`src/rtl/mem_access_ctrl.sv`:
```
// MEM-stage controller: issues loads and stores to the data memory over a
// req/ack handshake, stalls the pipeline while an access is outstanding, and
// registers the retired result into the MEM/WB bundle.
//
// Handshake: dmem_req is registered and stays high from the edge after an
// access is detected until the edge after the cycle in which dmem_ack is
// seen (or the timeout abort). dmem_addr/dmem_wdata/dmem_we are stable for
// that whole window. dmem_ack completes the request in the cycle it is high
// and is ignored when no request is outstanding.
module mem_access_ctrl #(
  parameter int PC_WIDTH      = 15,
  parameter int DATA_WIDTH    = 16,
  parameter int REGADDR_WIDTH = 4,
  parameter int TIMEOUT       = 15
) (
  input  logic                     clk,
  input  logic                     reset,
  input  logic                     mem_reg_write,
  input  logic                     mem_mem_read,
  input  logic                     mem_mem_write,
  input  logic [PC_WIDTH-1:0]      mem_pc,
  input  logic [DATA_WIDTH-1:0]    mem_alu_result,
  input  logic [DATA_WIDTH-1:0]    mem_write_data,
  input  logic [REGADDR_WIDTH-1:0] mem_rd,
  output logic                     stall,
  output logic                     dmem_req,
  output logic                     dmem_we,
  output logic [DATA_WIDTH-1:0]    dmem_addr,
  output logic [DATA_WIDTH-1:0]    dmem_wdata,
  input  logic                     dmem_ack,
  input  logic [DATA_WIDTH-1:0]    dmem_rdata,
  output logic                     wb_reg_write,
  output logic [REGADDR_WIDTH-1:0] wb_rd,
  output logic [DATA_WIDTH-1:0]    wb_result,
  output logic [PC_WIDTH-1:0]      wb_pc,
  output logic                     mem_err,
  output logic                     dbg_state
);

  localparam int CNT_W = (TIMEOUT > 1) ? $clog2(TIMEOUT) : 1;
  localparam logic [CNT_W-1:0] CNT_LAST = CNT_W'(TIMEOUT - 1);

  typedef enum logic {
    S_IDLE = 1'b0,
    S_BUSY = 1'b1
  } state_t;

  state_t                  r_state;
  state_t                  w_state_nxt;
  logic [CNT_W-1:0]        r_cnt;
  logic [CNT_W-1:0]        w_cnt_nxt;

  logic                    w_access;
  logic                    w_store;
  logic                    w_stall;
  logic                    w_start;
  logic                    w_retire_alu;
  logic                    w_retire_mem;
  logic                    w_abort;

  logic                    r_req;
  logic                    r_we;
  logic [DATA_WIDTH-1:0]   r_addr;
  logic [DATA_WIDTH-1:0]   r_wdata;
  logic                    r_wb_reg_write;
  logic [REGADDR_WIDTH-1:0] r_wb_rd;
  logic [DATA_WIDTH-1:0]   r_wb_result;
  logic [PC_WIDTH-1:0]     r_wb_pc;
  logic                    r_err;

  // A store wins when both read and write are flagged.
  assign w_access = mem_mem_read | mem_mem_write;
  assign w_store  = mem_mem_write;

  // State register and timeout counter.
  always_ff @(posedge clk) begin
    if (!reset) begin
      r_state <= S_IDLE;
      r_cnt   <= '0;
    end else begin
      r_state <= w_state_nxt;
      r_cnt   <= w_cnt_nxt;
    end
  end

  // Next state, counter and per-cycle control decisions.
  always_comb begin
    w_state_nxt  = r_state;
    w_cnt_nxt    = r_cnt;
    w_stall      = 1'b0;
    w_start      = 1'b0;
    w_retire_alu = 1'b0;
    w_retire_mem = 1'b0;
    w_abort      = 1'b0;
    case (r_state)
      S_IDLE: begin
        if (w_access) begin
          w_stall     = 1'b1;
          w_start     = 1'b1;
          w_cnt_nxt   = '0;
          w_state_nxt = S_BUSY;
        end else begin
          w_retire_alu = 1'b1;
        end
      end
      S_BUSY: begin
        if (dmem_ack) begin
          w_retire_mem = 1'b1;
          w_cnt_nxt    = '0;
          w_state_nxt  = S_IDLE;
        end else if (r_cnt == CNT_LAST) begin
          w_abort     = 1'b1;
          w_cnt_nxt   = '0;
          w_state_nxt = S_IDLE;
        end else begin
          w_stall   = 1'b1;
          w_cnt_nxt = r_cnt + 1'b1;
        end
      end
      default: begin
        w_state_nxt = S_IDLE;
        w_cnt_nxt   = '0;
      end
    endcase
  end

  // Memory request, latched access operands and MEM/WB bundle.
  always_ff @(posedge clk) begin
    if (!reset) begin
      r_req          <= 1'b0;
      r_we           <= 1'b0;
      r_addr         <= '0;
      r_wdata        <= '0;
      r_wb_reg_write <= 1'b0;
      r_wb_rd        <= '0;
      r_wb_result    <= '0;
      r_wb_pc        <= '0;
      r_err          <= 1'b0;
    end else begin
      r_err <= w_abort;
      if (w_start) begin
        r_req   <= 1'b1;
        r_we    <= w_store;
        r_addr  <= mem_alu_result;
        r_wdata <= mem_write_data;
      end else if (w_retire_mem || w_abort) begin
        r_req <= 1'b0;
      end
      if (w_retire_alu) begin
        r_wb_reg_write <= mem_reg_write;
        r_wb_rd        <= mem_rd;
        r_wb_pc        <= mem_pc;
        r_wb_result    <= mem_alu_result;
      end else if (w_retire_mem) begin
        r_wb_reg_write <= mem_reg_write;
        r_wb_rd        <= mem_rd;
        r_wb_pc        <= mem_pc;
        r_wb_result    <= r_we ? mem_alu_result : dmem_rdata;
      end else begin
        // Bubble while an access is pending, and on abort.
        r_wb_reg_write <= 1'b0;
      end
    end
  end

  assign stall        = reset & w_stall;
  assign dmem_req     = r_req;
  assign dmem_we      = r_we;
  assign dmem_addr    = r_addr;
  assign dmem_wdata   = r_wdata;
  assign wb_reg_write = r_wb_reg_write;
  assign wb_rd        = r_wb_rd;
  assign wb_result    = r_wb_result;
  assign wb_pc        = r_wb_pc;
  assign mem_err      = r_err;
  assign dbg_state    = (r_state == S_BUSY);

endmodule

```
`config.mk`:
```
export PLATFORM = sky130hd
export DESIGN_NAME = mem_access_ctrl
export DESIGN_NICKNAME = d
export VERILOG_FILES = /design/src/rtl/mem_access_ctrl.sv
export SDC_FILE = /design/constraint.sdc
export NUM_CORES = 1
export LEC_CHECK = 0
export CAP_MARGIN = 20
export CORE_MARGIN = 3
export CORE_UTILIZATION = 65
export CTS_BUF_LIST = sky130_fd_sc_hd__clkbuf_16
export DETAILED_ROUTE_END_ITERATION = 12
export DONT_BUFFER_PORTS = 1
export GPL_ROUTABILITY_DRIVEN = 0
export PLACE_DENSITY_LB_ADDON = 0.05
export SYNTH_ARGS = -nofsm -noshare
export SYNTH_HDL_FRONTEND = slang
export SYNTH_SLANG_ARGS = --single-unit
export TNS_END_PERCENT = 20
```
`constraint.sdc`:
```
create_clock -name clk -period 2.42 [get_ports clk]
set_input_delay 0.484 -clock clk [delete_from_list [all_inputs] [get_ports clk]]
set_output_delay 0.484 -clock clk [all_outputs]
set_load 0.005 [all_outputs]
```
* Yosys cells after proc, flatten, opt, wreduce, memory -nomap -nowiden
Cells that the tools add are included.
** Cells by class
- Add/sub/neg operators :: 1
- Equality and inequality tests :: 2
- Muxes and demuxes :: 27
- Bitwise gates (word level) :: 3
- Reduce and logical (&&, ||, !) cells :: 3
** Operator list (number)
- 2-to-1 mux 16 bit :: 3
- 2-to-1 mux 15 bit :: 2
- 2-to-1 mux 4 bit :: 5
- 2-to-1 mux 1 bit :: 15
- case mux 4 bit (2 select lines) :: 1
- adder 4 x 1 -> 4 bit (second input constant) :: 1
- == test 4 bit (second input constant) :: 1
- nonzero test 2 bit :: 2
- inequality test 2 bit (second input constant) :: 1
- case mux 1 bit (2 select lines) :: 1
- bitwise AND 1 bit :: 1
- logical OR 1 bit :: 1
- inverter 1 bit :: 1
- OR 1 bit :: 1
** Word-level totals
- Bits in registers :: 76
- Input bits :: 73
- Output and inout bits :: 73
- Word-level logic and storage cells :: 47

* Depth between registers and ports, before layout
Gate-level depths: netlist of run 1.
- Depth after elaboration :: 7
- Depth in mapped cells :: 6
- Depth with buffers taken out :: 5

* Worst setup path before layout of run 1
OpenSTA, ideal clock, no wires.
- Path kind :: in2out
- Start :: input port mem_mem_write
- End :: output port stall
- Data arrival time :: 1.103 ns
- Path slack :: 0.833 ns
- Cell stages on the path :: 3
- Buffers on the path :: 1
- Cell sequence :: o21bai_2 -> clkbuf_1 -> a21oi_1
** Between the ends
- Cells in the longest elaborated chain, start to end :: 4
** RTL lines
- from (decl) :: line 20 : input logic mem_mem_write,
- OR 1 bit :: line 72 : assign w_access = mem_mem_read | mem_mem_write;
- 2-to-1 mux 1 bit :: line 97 : if (w_access) begin
- case mux 1 bit (2 select lines) :: line 95 : case (r_state)
- bitwise AND 1 bit :: line 166 : assign stall = reset & w_stall;
- to (decl) :: line 25 : output logic stall,
Every way passes these cells.

* Worst setup path after layout of run 1
- Start :: register r_cnt[0]
- End :: output port stall
** Between the ends
- Cells in the longest elaborated chain, start to end :: 5
** RTL lines
- from (decl) :: line 50 : logic [CNT_W-1:0] r_cnt;
- from (signal assigned) :: line 82 : r_cnt <= w_cnt_nxt;
- == test 4 bit :: line 111 : end else if (r_cnt == CNT_LAST) begin
- 2-to-1 mux 1 bit :: line 111
- 2-to-1 mux 1 bit :: line 107 : if (dmem_ack) begin
- case mux 1 bit (2 select lines) :: line 95
- bitwise AND 1 bit :: line 166
Every way passes these cells.

==> results.md, run 1 <==
* DR iter-0 viols at slightly below 90
* Design Area, Final at about 0.0032 mm²
* Post-synth net total at ~400
* RSZ-0062 raised after global routing: false
* Critical Path Slowest Stage Cell: dfxtp_1
* Row count at 23
* Final Max Slew Viols at 0
* DPL Wire Length at 4600 µm
* Number of CTS-inserted buffers at 9
* Post-synthesis register bit count at 76
* Core area at 0.00420 mm²
* Util after Layout at 0.757
* IO Pins at 146
* Netlist Area Pre-Place at about 0.0030 mm²
* Port Buffers at 0
* P per Cell Area at slightly below 900 mW/mm²
* Maxcap violations at 0
* Routed vias at 2208
* Distinct cells, synth at 32
* Routed WL at 6540 µm
* Vias/cell at around 6
* Largest net degree at the start of global routing at 61
* Final #Nets at 391
* Fin. Hold Viols at 0
* Clock skew at 0.00164 ns
* Post-CTS Setup Repair Bufs at 0
* Slew @ Worst Pin at approximately 0.65 ns
* CP Max Fanout at 5
* Pwr Total at 2.77 mW
* Kind of cell adding the most delay to the critical path: flip-flops
* Setup CP Type: flop to output port
* Detail Route Antenna Nets at 0
* GRT Resource Usage Total at 0.235
* Register area share after synthesis at 0.512
* Clock Tree Root: clkbuf_16
* Critical Path Start Type: flop
* CTS tree: done
* Final TNS setup at 0 ns
* Congestion Overflow GR at 0
* First-pass GRT wire length at 9780 µm
* Die height at about 74 µm
* Critical path, cell by cell: inv_1 > ha_1 > nand3_1 > nand2_1 > a21oi_1
* Placed cells at roughly 360
* Die W at 73.6 µm
* Worst-path clk slew at 0.05 ns
* Cell Count, Final, Fillers Out at between 300 and 400
* Max Fclk at approximately 490 MHz
* Post-CTS Resized at 0
* Antenna Cells at 0
* Initial Util at 0.707
* Initial antenna violation count at 0
* Drt drc at 0
* Status: finished clean
* P_leak at roughly 1.3 nW
* Max transition margin at 0.563
* DR pass1 iterations at 4
* Clock tree sinks at 76
* Critical Path RT at 1.94 ns
* Synthesized instance count at 323
* Min-Delay Path Class: input port to flop
* WL per Instance at 17.8 µm
* Fin crit share at 0.844
* Worst-skew pair later-pin latency at 0.32 ns
* Area Growth Syn to Fin at 6.99%
* Finish-stage setup viols at 0
* Layout cells sized above 1 at 0.120
* Critical Path AT at about 1.6 ns
* Clock buffer depth at 2
* Mean post-synth cell area at 9.20 µm²
* Placed inst area at approximately 0.003 mm²
* Critical Path End Type: output port
* Ys Warns at 0
* Tmin final at 2.04 ns
* Hold-fix buffers at CTS at 0
* WP buf/inv at 1
* CTS H-Tree Depth at 3
* Number of global-route vias before repair at 2057
* Crit-path max cell delay at 0.40 ns
* Die Area at roughly 0.0054 mm²
* Worst VDD drop at 0.000749 V
[synthesized netlist by cell type]
| cell | n | area [µm²] |
|---|---|---|
| nand2_1 | 106 | 398 |
| dfxtp_1 | 76 | 1520 |
| a21oi_1 | 36 | 180 |
| mux2i_1 | 20 | 200 |
| o21a_1 | 16 | 120 |
| o221a_2 | 16 | 180 |
| clkbuf_1 | 11 | 41.3 |
| buf_2 | 9 | 45.0 |
| nand3_1 | 4 | 20.0 |
| buf_6 | 2 | 22.5 |
| ha_1 | 2 | 25.0 |
| inv_1 | 2 | 7.51 |
| nand3b_1 | 2 | 15.0 |
| nor2_1 | 2 | 7.51 |
| o31ai_1 | 2 | 15.0 |
| a21oi_2 | 1 | 8.76 |
| a311oi_1 | 1 | 8.76 |
| a31oi_1 | 1 | 6.26 |
| a31oi_4 | 1 | 21.3 |
| and2b_1 | 1 | 7.51 |
| and3_1 | 1 | 6.26 |
| buf_12 | 1 | 20.0 |
| buf_4 | 1 | 7.51 |
| nand2_4 | 1 | 11.3 |
| nand2b_1 | 1 | 6.26 |
| nand4_1 | 1 | 6.26 |
| nor3_4 | 1 | 16.3 |
| o21ai_0 | 1 | 5.00 |
| o21ba_2 | 1 | 10.0 |
| o21bai_2 | 1 | 11.3 |
| or3_4 | 1 | 11.3 |
| or3b_1 | 1 | 8.76 |
[worst register-to-register path, stage by stage, from the launching register on]
cell,delay (ns)
dfxtp_1,0.51
nand3b_1,0.51
o21a_1,0.37
o221a_2,0.12
[layer usage]
metal	up-vias	track usage	wire [µm]
met5	-	0	0
li1	1086	-	-
met4	0	0.0825	104
met1	1014	0.246	2440
met3	10	0.129	778
met2	98	0.398	3220
[flip-flops by register name, indices dropped and copies added, names as in the netlist, 4 cells and up]
signal      cells
dmem_wdata     16
r_cnt           4
wb_pc          15
wb_result      16
dmem_addr      16
wb_rd           4
[path summary, 6_finish.rpt]
path | startpoint | to | slack [ns] | cells past startpoint
min reg2reg | dmem_addr[12]$_SDFFE_PN0P_ | dmem_addr[12]$_SDFFE_PN0P_ | 0.47 | 2
max | r_cnt[0]$_SDFFE_PN0N_ | stall | 0.38 | 5
max reg2reg | dbg_state$_SDFF_PN0_ | wb_result[0]$_SDFFE_PN0P_ | 0.80 | 3
min | reset | mem_err$_SDFF_PN0_ | 0.28 | 2
[placed cells by master (no fill, tap or decap)]
cell,n
nand3_1,4
ha_1,2
and3_1,1
a31oi_1,1
and2b_1,1
a21oi_2,1
a21oi_1,36
o21ai_0,1
nor3_4,1
nand4_1,1
nand2_4,1
o21bai_2,1
dfxtp_1,76
o21ba_2,1
inv_1,4
buf_4,6
or3_4,1
nand2_1,106
o31ai_1,2
o21a_1,16
a311oi_1,1
nand3b_1,2
nor2_1,2
or3b_1,1
o221a_2,16
nand2b_1,1
mux2i_1,20
clkinv_1,1
a31oi_4,1
clkbuf_16,9
[cell type report]
cell class | instances | area [µm²]
sequential | 76 | 1520
multi-input combinational | 221 | 1310
fill | 286 | 1020
clock buffer | 9 | 225
tap | 50 | 62.6
timing repair buffer | 6 | 45.0
clock inverter | 3 | 11.3
inverter | 2 | 7.51
[per-stage QoR]
| stage | hold slack, ns | setup slack (ns) |
|---|---|---|
| 2_1_floorplan | 0.453 | 0.833 |
| 3_3_place_gp | 0.463 | 0.725 |
| 3_5_place_dp | 0.470 | 0.710 |
| 4_1_cts | 0.267 | 0.355 |
| 5_1_grt | 0.282 | 0.258 |
| 6_report | 0.284 | 0.377 |
[power by group]
| group | switching (mW) | internal, mW | total [mW] |
|---|---|---|---|
| Combinational | 0.139 | 0.114 | 0.253 |
| Sequential | 0.0793 | 1.35 | 1.43 |
| Clock | 0.428 | 0.657 | 1.09 |
[cells by family (layout without fill, tap and decap cells)]
kind of cell | after synthesis | in the layout | synth area share
buf+inv | 26 | 20 | 0.0484
compound gates | 77 | 77 | 0.191
simple gates | 122 | 122 | 0.173
flops | 76 | 76 | 0.512
mux | 20 | 20 | 0.0674
fa+ha+maj | 2 | 2 | 0.00842
(Power assumes the default switching activity.)
==> run 2, diff against run 1 <==
- CORE_UTILIZATION: 65 -> 62
- clock period: 2.42 -> 1.9 ns (I/O delays scaled with it)
==> results.md, run 2 (synthesized netlist as in run 1, its figures left out) <==
* Drt drc at 0
* Clock skew at 0.00477 ns
* Min-Delay Path Class: input port to flop
* Clock Tree Root: clkbuf_16
* Number of CTS-inserted buffers at 9
* Routed WL at 6580 µm
* Tmin final at 1.84 ns
* Worst VDD drop at 0.000810 V
* Worst-path clk slew at 0.05 ns
* Status: finished clean
* Critical Path RT at 1.52 ns
* Largest net degree at the start of global routing at 61
* Clock buffer depth at 2
* Critical Path Start Type: flop
* Pwr Total at 3.62 mW
* Critical Path Slowest Stage Cell: dfxtp_1
* Port Buffers at 0
* Placed inst area at 0.00296 mm²
* WP buf/inv at 1
* Hold_ws at 0.180 ns
* Most frequent cells in the layout: nand2_1 (105), dfxtp_1 (76), a21oi_1 (35), mux2i_1 (20)
* Die height at 75.2 µm
* Vias/cell at 6.03
* Antenna Cells at 0
* DR iter-0 viols at 71
* Detail Route Antenna Nets at 0
* Area Growth Syn to Fin at 8.55%
* Clock tree sinks at 76
* Final #Nets at 391
* Number of global-route vias before repair at 1985
* Hold-fix buffers at CTS at 0
* Setup ws final at around 0.056 ns
* First-pass GRT wire length at 9420 µm
* Worst-skew pair later-pin latency at 0.32 ns
* Routed vias at about 2300
* Worst slack at placement at 0.359 ns
* Fin. Hold Viols at 0
* Critical path, cell by cell: inv_1 > ha_1 > nand3_1 > nand2_2 > a21oi_2
* IO Pins at 146
* Initial Util at 0.660
* Crit-path max cell delay at 0.39 ns
* CTS H-Tree Depth at 3
* P_leak at 1.32 nW
* CTS tree: done
* Setup CP Type: flop to output port
* Critical Path AT at about 1.5 ns
* Kind of cell adding the most delay to the critical path: flip-flops
* Congestion Overflow GR at 0
* Layout cells sized above 1 at 0.137
* Finish-stage setup viols at 0
* Core area at 0.00450 mm²
* Critical Path End Type: output port
* Final Max Slew Viols at 0
* Final TNS setup at 0 ns
* Max transition margin at 0.523
* Row count at 24
* CP Max Fanout at 5
* Commonest non-fill, non-tap cell in the layout: nand2_1
* Max Fclk at 542 MHz
* Initial antenna violation count at 0
* Die W at roughly 75 µm
* P per Cell Area at 1120 mW/mm²
* Maxcap violations at 0
* Slew @ Worst Pin at 0.716 ns
* Design Area, Final at 0.00323 mm²
* DR pass1 iterations at 4
* GRT Resource Usage Total at 0.221
* WL per Instance at roughly 18 µm
* Fin crit share at 0.970
* Die Area at between 0.005 and 0.006 mm²
* DPL Wire Length at 4660 µm
==> run 2: repair_timing <==
| action | in CTS | in global routing |
|---|---|---|
| endpoints found under the setup margin | 0 | 1 |
| resized for setup | 0 | 2 |
| buffers inserted | 0 | 0 |
==> run 2: stage by stage <==
step / cells / utilization
2_1_floorplan: 323 / -
3_3_place_gp: 357 / 0.657
3_5_place_dp: 357 / 0.657
4_1_cts: 373 / 0.715
5_1_grt: 373 / 0.716
6_report: 373 / 0.716
==> run 2: worst paths after layout <==
kind,start,depth (start not counted),endpoint,slack [ns]
worst max-delay path,r_cnt[0]$_SDFFE_PN0N_,5,stall,0.06
worst min-delay path,reset,2,mem_err$_SDFF_PN0_,0.18
worst max register to register,dbg_state$_SDFF_PN0_,3,dmem_we$_SDFFE_PN0P_,0.41
worst min register to register,dmem_addr[2]$_SDFFE_PN0P_,2,dmem_addr[2]$_SDFFE_PN0P_,0.47
==> run 2: final cells by class <==
class	count	area (µm²)
multi-input combinational	221	1310
timing repair buffer	6	57.6
fill	366	1280
clock buffer	9	225
inverter	2	7.51
clock inverter	7	36.3
tap	52	65.1
sequential	76	1520
==> run 2: per-layer routing <==
metal / global-route usage / vias to the layer above / share of wire
met4: 0.0796 / 0 / 0.0097
li1: - / 1098 / -
met3: 0.109 / 9 / 0.11
met1: 0.261 / 1031 / 0.39
met2: 0.350 / 113 / 0.49
met5: 0 / - / 0
==> run 2: power breakdown <==
part,internal (mW),switching (mW),total (mW)
Sequential,1.72,0.0992,1.82
Combinational,0.150,0.178,0.328
Clock,0.863,0.610,1.47
==> run 2: worst register-to-register path: cells and delay by family (launching register included) <==
| kind | cells | cell delay, ns |
|---|---|---|
| compound gates | 1 | 0.72 |
| flops | 1 | 0.36 |
| mux | 1 | 0.25 |
| simple gates | 1 | 0.05 |
